## src/rtl/kgp_ctrl_fsm_pkg.sv

```systemverilog
// Shared types and encodings for the KGP-RISC multi-cycle control unit.
package kgp_ctrl_pkg;

  typedef enum logic [2:0] {
    ST_IDLE,
    ST_FETCH,
    ST_DECODE,
    ST_EXEC,
    ST_MEM,
    ST_WB,
    ST_HALT,
    ST_FAULT
  } state_e;

  // Instruction class resolved once in DECODE and held for the rest of the instruction.
  typedef enum logic [3:0] {
    CL_ALU,
    CL_LD,
    CL_ST,
    CL_BR,
    CL_B,
    CL_BL,
    CL_JR,
    CL_NOP,
    CL_HALT,
    CL_ILL
  } instr_class_e;

  localparam logic [1:0] OP_ALU = 2'b00;
  localparam logic [1:0] OP_MEM = 2'b01;
  localparam logic [1:0] OP_JMP = 2'b10;
  localparam logic [1:0] OP_SYS = 2'b11;

  localparam logic [3:0] F_LD   = 4'h0;
  localparam logic [3:0] F_ST   = 4'h1;
  localparam logic [3:0] F_BZ   = 4'h2;
  localparam logic [3:0] F_BNZ  = 4'h3;
  localparam logic [3:0] F_BC   = 4'h4;
  localparam logic [3:0] F_BNC  = 4'h5;
  localparam logic [3:0] F_B    = 4'h0;
  localparam logic [3:0] F_BL   = 4'h1;
  localparam logic [3:0] F_JR   = 4'h2;
  localparam logic [3:0] F_NOP  = 4'h0;
  localparam logic [3:0] F_HALT = 4'h1;

  localparam logic [1:0] PC_SEL_INC = 2'd0;
  localparam logic [1:0] PC_SEL_REL = 2'd1;
  localparam logic [1:0] PC_SEL_ABS = 2'd2;
  localparam logic [1:0] PC_SEL_REG = 2'd3;

  localparam logic [1:0] WB_SEL_ALU  = 2'd0;
  localparam logic [1:0] WB_SEL_MEM  = 2'd1;
  localparam logic [1:0] WB_SEL_LINK = 2'd2;

  localparam logic [3:0] ALU_ADD = 4'h0;

  // Map the decoder fields onto an instruction class; unknown encodings become CL_ILL.
  function automatic instr_class_e classify(input logic [1:0] op, input logic [3:0] funct);
    instr_class_e c;
    c = CL_ILL;
    case (op)
      OP_ALU: c = CL_ALU;
      OP_MEM: begin
        case (funct)
          F_LD:                      c = CL_LD;
          F_ST:                      c = CL_ST;
          F_BZ, F_BNZ, F_BC, F_BNC:  c = CL_BR;
          default:                   c = CL_ILL;
        endcase
      end
      OP_JMP: begin
        case (funct)
          F_B:     c = CL_B;
          F_BL:    c = CL_BL;
          F_JR:    c = CL_JR;
          default: c = CL_ILL;
        endcase
      end
      default: begin
        case (funct)
          F_NOP:   c = CL_NOP;
          F_HALT:  c = CL_HALT;
          default: c = CL_ILL;
        endcase
      end
    endcase
    return c;
  endfunction

  // Condition of a conditional branch given its funct field and the ALU flags.
  function automatic logic branch_taken(input logic [3:0] funct, input logic z, input logic c);
    logic t;
    t = 1'b0;
    case (funct)
      F_BZ:    t = z;
      F_BNZ:   t = !z;
      F_BC:    t = c;
      F_BNC:   t = !c;
      default: t = 1'b0;
    endcase
    return t;
  endfunction

endpackage

```

## src/rtl/kgp_ctrl_fsm_if.sv

```systemverilog
// Request/acknowledge port between the control unit and the unified memory.
interface kgp_ctrl_fsm_if;
  logic mem_req;
  logic mem_we;
  logic addr_sel;
  logic mem_ack;

  modport master (output mem_req, output mem_we, output addr_sel, input mem_ack);
  modport slave  (input mem_req, input mem_we, input addr_sel, output mem_ack);
endinterface

```

## src/rtl/kgp_ctrl_fsm_timer.sv

```systemverilog
// Wait-cycle counter for one memory request; hit marks the last allowed cycle.
module kgp_mem_wait_timer #(
  parameter int LIMIT = 16
) (
  input  logic clk,
  input  logic rst,
  input  logic clr,
  input  logic en,
  output logic hit
);

  logic [7:0] cnt;

  // cnt holds how many request cycles have already elapsed without an ack.
  assign hit = (cnt == 8'(LIMIT - 1));

  // Count request cycles; clearing wins so every new request starts at zero.
  always_ff @(posedge clk) begin
    // NOTE: state updates use <= so every register samples pre-edge values regardless of statement order.
    if (rst || clr) begin
      cnt <= '0;
    end else if (en && !hit) begin
      cnt <= cnt + 8'd1;
    end
  end

endmodule

```

## src/rtl/kgp_ctrl_fsm.sv

```systemverilog
// Multi-cycle sequencer: fetch, decode, execute, memory, writeback, plus status.
module kgp_ctrl_fsm
  import kgp_ctrl_pkg::*;
#(
  parameter int MEM_WAIT_MAX = 16,
  parameter int CNT_W        = 32
) (
  input  logic                 clk,
  input  logic                 rst,
  input  logic                 start,
  input  logic [1:0]           op_code,
  input  logic [3:0]           function_code,
  input  logic                 flag_z,
  input  logic                 flag_c,
  kgp_ctrl_fsm_if.master       mem,
  output logic                 ir_we,
  output logic                 pc_we,
  output logic [1:0]           pc_sel,
  output logic                 reg_we,
  output logic [1:0]           wb_sel,
  output logic [3:0]           alu_op,
  output logic                 alu_src,
  output logic                 halted,
  output logic                 illegal,
  output logic                 bus_err,
  output logic [CNT_W-1:0]     retired
);

  state_e       state;
  instr_class_e cls_q;
  logic [3:0]   funct_q;
  logic         req_c;
  logic         we_c;
  logic         addr_c;
  logic         retire_c;
  logic         in_req;
  logic         wait_hit;

  assign in_req       = (state == ST_FETCH) || (state == ST_MEM);
  assign mem.mem_req  = req_c;
  assign mem.mem_we   = we_c;
  assign mem.addr_sel = addr_c;

  kgp_mem_wait_timer #(.LIMIT(MEM_WAIT_MAX)) u_timer (
    .clk (clk),
    .rst (rst),
    .clr (!in_req || mem.mem_ack),
    .en  (in_req),
    .hit (wait_hit)
  );

  // Datapath enables decoded from state and the held instruction class.
  always_comb begin
    // NOTE: every output gets a default first so no path through the case can infer a latch.
    ir_we    = 1'b0;
    pc_we    = 1'b0;
    pc_sel   = PC_SEL_INC;
    req_c    = 1'b0;
    we_c     = 1'b0;
    addr_c   = 1'b0;
    reg_we   = 1'b0;
    wb_sel   = WB_SEL_ALU;
    alu_op   = ALU_ADD;
    alu_src  = 1'b0;
    halted   = 1'b0;
    retire_c = 1'b0;
    case (state)
      ST_FETCH: begin
        req_c = 1'b1;
        if (mem.mem_ack) begin
          ir_we = 1'b1;
          pc_we = 1'b1;
        end
      end
      ST_EXEC: begin
        case (cls_q)
          CL_ALU: alu_op = funct_q;
          CL_LD, CL_ST: alu_src = 1'b1;
          CL_BR: begin
            pc_we    = branch_taken(funct_q, flag_z, flag_c);
            pc_sel   = PC_SEL_REL;
            retire_c = 1'b1;
          end
          CL_B: begin
            pc_we    = 1'b1;
            pc_sel   = PC_SEL_ABS;
            retire_c = 1'b1;
          end
          CL_BL: begin
            pc_we    = 1'b1;
            pc_sel   = PC_SEL_ABS;
            reg_we   = 1'b1;
            wb_sel   = WB_SEL_LINK;
            retire_c = 1'b1;
          end
          CL_JR: begin
            pc_we    = 1'b1;
            pc_sel   = PC_SEL_REG;
            retire_c = 1'b1;
          end
          CL_NOP, CL_HALT: retire_c = 1'b1;
          default: ;
        endcase
      end
      ST_MEM: begin
        // Address comes from the ALU, so its operands stay selected for the whole request.
        req_c    = 1'b1;
        addr_c   = 1'b1;
        we_c     = (cls_q == CL_ST);
        alu_src  = 1'b1;
        retire_c = (cls_q == CL_ST) && mem.mem_ack;
      end
      ST_WB: begin
        reg_we   = 1'b1;
        retire_c = 1'b1;
        if (cls_q == CL_LD) begin
          wb_sel = WB_SEL_MEM;
        end else begin
          alu_op = funct_q;
        end
      end
      ST_HALT: halted = 1'b1;
      default: ;
    endcase
  end

  // State sequencing, instruction capture and sticky status/counter registers.
  always_ff @(posedge clk) begin
    if (rst) begin
      state   <= ST_IDLE;
      cls_q   <= CL_NOP;
      funct_q <= '0;
      illegal <= 1'b0;
      bus_err <= 1'b0;
      retired <= '0;
    end else begin
      if (retire_c) begin
        retired <= retired + CNT_W'(1);
      end
      case (state)
        ST_IDLE: begin
          if (start) state <= ST_FETCH;
        end
        ST_FETCH: begin
          if (mem.mem_ack) begin
            state <= ST_DECODE;
          end else if (wait_hit) begin
            bus_err <= 1'b1;
            state   <= ST_FAULT;
          end
        end
        ST_DECODE: begin
          cls_q   <= classify(op_code, function_code);
          funct_q <= function_code;
          if (classify(op_code, function_code) == CL_ILL) begin
            illegal <= 1'b1;
            state   <= ST_FAULT;
          end else begin
            state <= ST_EXEC;
          end
        end
        ST_EXEC: begin
          case (cls_q)
            CL_ALU:       state <= ST_WB;
            CL_LD, CL_ST: state <= ST_MEM;
            CL_HALT:      state <= ST_HALT;
            default:      state <= ST_FETCH;
          endcase
        end
        ST_MEM: begin
          if (mem.mem_ack) begin
            state <= (cls_q == CL_LD) ? ST_WB : ST_FETCH;
          end else if (wait_hit) begin
            bus_err <= 1'b1;
            state   <= ST_FAULT;
          end
        end
        ST_WB:   state <= ST_FETCH;
        default: state <= state;
      endcase
    end
  end

endmodule

```

## src/flat_wrapper.sv

```systemverilog
// flat-port wrapper written by rule: the top's interface ports become plain ports
module kgp_ctrl_fsm_flat import kgp_ctrl_pkg::*;
#(
  parameter int MEM_WAIT_MAX = 16,
  parameter int CNT_W        = 32
)
  (clk, rst, start, op_code, function_code, flag_z, flag_c, ir_we, pc_we, pc_sel, reg_we, wb_sel, alu_op, alu_src, halted, illegal, bus_err, retired, mem_mem_req, mem_mem_we, mem_addr_sel, mem_mem_ack);
  kgp_ctrl_fsm_if mem_i ();
  input  logic clk;
  input  logic rst;
  input  logic start;
  input  logic [1:0] op_code;
  input  logic [3:0] function_code;
  input  logic flag_z;
  input  logic flag_c;
  output logic ir_we;
  output logic pc_we;
  output logic [1:0] pc_sel;
  output logic reg_we;
  output logic [1:0] wb_sel;
  output logic [3:0] alu_op;
  output logic alu_src;
  output logic halted;
  output logic illegal;
  output logic bus_err;
  output logic [CNT_W-1:0] retired;
  output wire logic [$bits(mem_i.mem_req)-1:0] mem_mem_req;
  output wire logic [$bits(mem_i.mem_we)-1:0] mem_mem_we;
  output wire logic [$bits(mem_i.addr_sel)-1:0] mem_addr_sel;
  input wire logic [$bits(mem_i.mem_ack)-1:0] mem_mem_ack;
  assign mem_mem_req = mem_i.mem_req;
  assign mem_mem_we = mem_i.mem_we;
  assign mem_addr_sel = mem_i.addr_sel;
  assign mem_i.mem_ack = mem_mem_ack;
  kgp_ctrl_fsm #(.MEM_WAIT_MAX(MEM_WAIT_MAX), .CNT_W(CNT_W)) u_core (.clk(clk), .rst(rst), .start(start), .op_code(op_code), .function_code(function_code), .flag_z(flag_z), .flag_c(flag_c), .mem(mem_i), .ir_we(ir_we), .pc_we(pc_we), .pc_sel(pc_sel), .reg_we(reg_we), .wb_sel(wb_sel), .alu_op(alu_op), .alu_src(alu_src), .halted(halted), .illegal(illegal), .bus_err(bus_err), .retired(retired));
endmodule
```

## config.mk

```make
export PLATFORM = sky130hd
export DESIGN_NAME = kgp_ctrl_fsm_flat
export DESIGN_NICKNAME = d
export VERILOG_FILES = /design/src/rtl/kgp_ctrl_fsm_pkg.sv /design/src/rtl/kgp_ctrl_fsm_if.sv /design/src/rtl/kgp_ctrl_fsm_timer.sv /design/src/rtl/kgp_ctrl_fsm.sv /design/src/flat_wrapper.sv
export SDC_FILE = /design/constraint.sdc
export NUM_CORES = 1
export LEC_CHECK = 0
export CORE_ASPECT_RATIO = 0.9
export CORE_MARGIN = 3
export CORE_UTILIZATION = 46
export CTS_CLUSTER_DIAMETER = 50
export DETAILED_ROUTE_END_ITERATION = 7
export PLACE_DENSITY = 0.76
export RECOVER_POWER = 50
export SLEW_MARGIN = 40
export SYNTH_ARGS = -nofsm -noshare
export SYNTH_HDL_FRONTEND = slang
export SYNTH_SLANG_ARGS = --single-unit
```

## constraint.sdc

```tcl
create_clock -name clk -period 2 [get_ports clk]
set_input_delay 0.2 -clock clk [delete_from_list [all_inputs] [get_ports clk]]
set_output_delay 0.2 -clock clk [all_outputs]
set_load 0.1 [all_outputs]
```

==> results.cfg <==
[outcome]
outcome = completed

[grt]
grt_usage_pct = 20.7
grt_pass1_wl_um = 12800
antenna_found_initial = 0
grt_pass1_vias = 2741
grt_max_degree = 35
gr-total-overflow = 0

[min_path]
hold_depth = 2
min_path_type = reg -> reg
worstHoldEndpoint = u_core.illegal
min_from = u_core.illegal

[drt]
met1_length_um = 3450
route.detailed.drc = 0
dr_wl_met3_um = 383
vias_per_cell = 5.66
num_vias = 3054
wire_per_inst_um = 14.8
antenna_left = 0
wl_met2_um = 3970
highest_layer = met4
drtPass1Iterations = 4
drtIter0Drc = 156
routed_wl_um = 7970

[clock_tree]
worstSkewPairLatency_ns = 0.30
htreeDepth = 2
clock-sinks = 53
clockBufferDepth = 2
clkTransAtPathRegs_ns = 0.09
hold_buffers = 0
tritoncts = done
clockRootBuffer = clkbuf_8
cts_buffers = 5

[floorplanning]
initial_core_util_pct = 48.0
core-area_mm2 = 0.00618
fp.dieW_um = 90.6
die_h_um = 82.2
ios = 62
die_area_mm2 = 0.00745
num_rows = 27

[placed_design]
place_area_mm2 = 0.00405
place_ws_ns = 0.0280
numPortBuffers = 61
gp_congestion = 0.881
dpl.hpwl_um = 5460

[sta]
max_freq_ghz = 0.502
fin_ws_ns = 0.00935
worst_slew_pin_slew_ns = 0.562
setup_tns_ns = 0
period_share_pct = 99.5
hold_viol = 0
setup_violations = 0
slew_headroom_pct = 62.7
rsz0062_at_grt = yes
skew_ns = 0.00997
layout_min_cycle_time_ns = 1.99
maxSlewViolCount = 0

[synth]
synth_cell_types = 50
syn-num-nets = 392
synth-main-ff-cell = dfxtp_1
ys_seq_elements = 53
seq_area_frac_synth_pct = 35.8
synth_cells = 378
synth-async-reset-ratio_pct = 0
yosys_warnings = 0
synth-edff-count = 0
synthesis.area_mm2 = 0.00297
syn_avg_cell_area_um2 = 7.84

[setup_path]
crit_required_ns = 2.23
cp-start-kind = flip-flop
critPathKind = reg -> reg
reg2reg_slack_ns = 0.009
cp-end-kind = flip-flop
r2r_end = u_core.retired[22]
rr_startpoint = u_core.cls_q[0]
cp.arrival_ns = 2.22
reg2reg_depth = 8
worst_path_largest_cell_delay_ns = 0.37
cp_max_fo = 9
crit_path_top_delay_cell = dfxtp_4
critPathLaunch = u_core.cls_q[0]
worstPathCellList = buf_6, a21oi_1, o41ai_4, buf_4, o2111ai_2, buf_6, or3_1, a21oi_1

[finish]
fill_cells = 505
diodes = 0
nNetsFinal = 466
drive_above_1_share_pct = 35.8
area_growth_pct = 44.5
post-route-util_pct = 69.3
stdcell_area_mm2 = 0.00428

[pwr]
ir_drop_uv = 353
power.density_mw_per_mm2 = 491
power.total_mw = 2.10
static-leakage-power_nw = 1.59

[job]
max-cap-violations = 0
[layer usage]
metal  up-vias  track usage [%]
met5         -                0
met4         0             7.03
met3        15             4.35
met2        85             35.3
met1      1443             26.5
li1       1511                -
[cell usage after synthesis, drive strengths merged, types with 4 or more instances]
master | count | area, um2
dfxtp | 53 | 1060
nor2 | 52 | 195
nand2 | 28 | 105
xor2 | 28 | 245
a21oi | 27 | 139
clkbuf | 21 | 78.8
o21ai | 17 | 85.1
o2111ai | 16 | 140
nand3 | 15 | 75.1
nor3 | 11 | 55.1
and3 | 10 | 62.6
inv | 8 | 30.0
nand4 | 8 | 50.1
or3 | 8 | 50.1
buf | 7 | 38.8
and2 | 6 | 37.5
nand2b | 5 | 31.3
nor4 | 5 | 31.3
o211ai | 5 | 37.5
o22ai | 5 | 45.0
xnor2 | 4 | 35.0
[registers in the layout, summed over array words and instances, names as in the netlist]
signal and count:
u_core.cls_q 4, u_core.funct_q 4, u_core.state 3, u_core.retired 32, u_core.illegal 1, u_core.bus_err 1
u_core.u_timer.cnt 8
[repair_timing]
| item | in CTS | in global routing |
|---|---|---|
| cloned | 0 | 2 |
| pin swaps | 0 | 13 |
| setup endpoints to repair | 9 | 20 |
| gates resized for setup | 8 | 27 |
| setup buffers | 1 | 7 |
[how the worst max path moves through the flow]
stage | end | slack (ns) | cells after the start
after global placement | u_core.retired[24] | 0.07 | 6
after global routing | u_core.retired[24] | -0.06 | 8
after floorplan | pc_we | -0.05 | 4
after CTS | pc_we | 0.007 | 6
after detailed placement | u_core.retired[20] | 0.03 | 6
final | u_core.retired[22] | 0.009 | 8
[power breakdown]
| group | total, mW | switching (mW) | internal, mW |
|---|---|---|---|
| combinational | 0.412 | 0.250 | 0.162 |
| clock | 0.614 | 0.331 | 0.283 |
| sequential | 1.08 | 0.0201 | 1.06 |
[layout make-up]
class                      count  area [um2]  share of cell area, %
sequential                    53        1140                   26.7
clock buffer                   8        90.1                   2.10
inverter                       8        30.0                  0.701
multi-input combinational    289        1960                   45.6
tap                           87         109                   2.54
timing repair buffer          95         955                   22.3
[cells by family after synthesis]
family	synth area share [%]
compound gates	20.5
xor+xnor	9.45
fa+ha+maj	1.18
buf+inv	4.98
flops	35.8
simple gates	28.1
[critical path, delay by kind of cell, from the launching register on]
family                 cells  cell delay, ns
AO/OA/AOI/OAI              4            0.73
buffers and inverters      3            0.51
flip-flops                 1            0.37
AND/OR/NAND/NOR            1            0.31
[cells in the final DEF (no fill, tap or decap), drive strengths merged, types with 15 or more instances in the layout]
cell type / netlist / layout
clkbuf: 21 / 44
nand3: 15 / 15
a21oi: 27 / 27
buf: 7 / 48
nor2: 52 / 52
nand2: 28 / 28
xor2: 28 / 28
o21ai: 17 / 17
dfxtp: 53 / 53
o2111ai: 16 / 16
[per-stage QoR]
step                      hold slack [ns]  instances
after detailed placement            0.437        522
after global routing                0.474        540
after CTS                           0.450        531
after global placement              0.442        522
after floorplan                     0.336        378
final                               0.448        540
(Power assumes the default switching activity.)
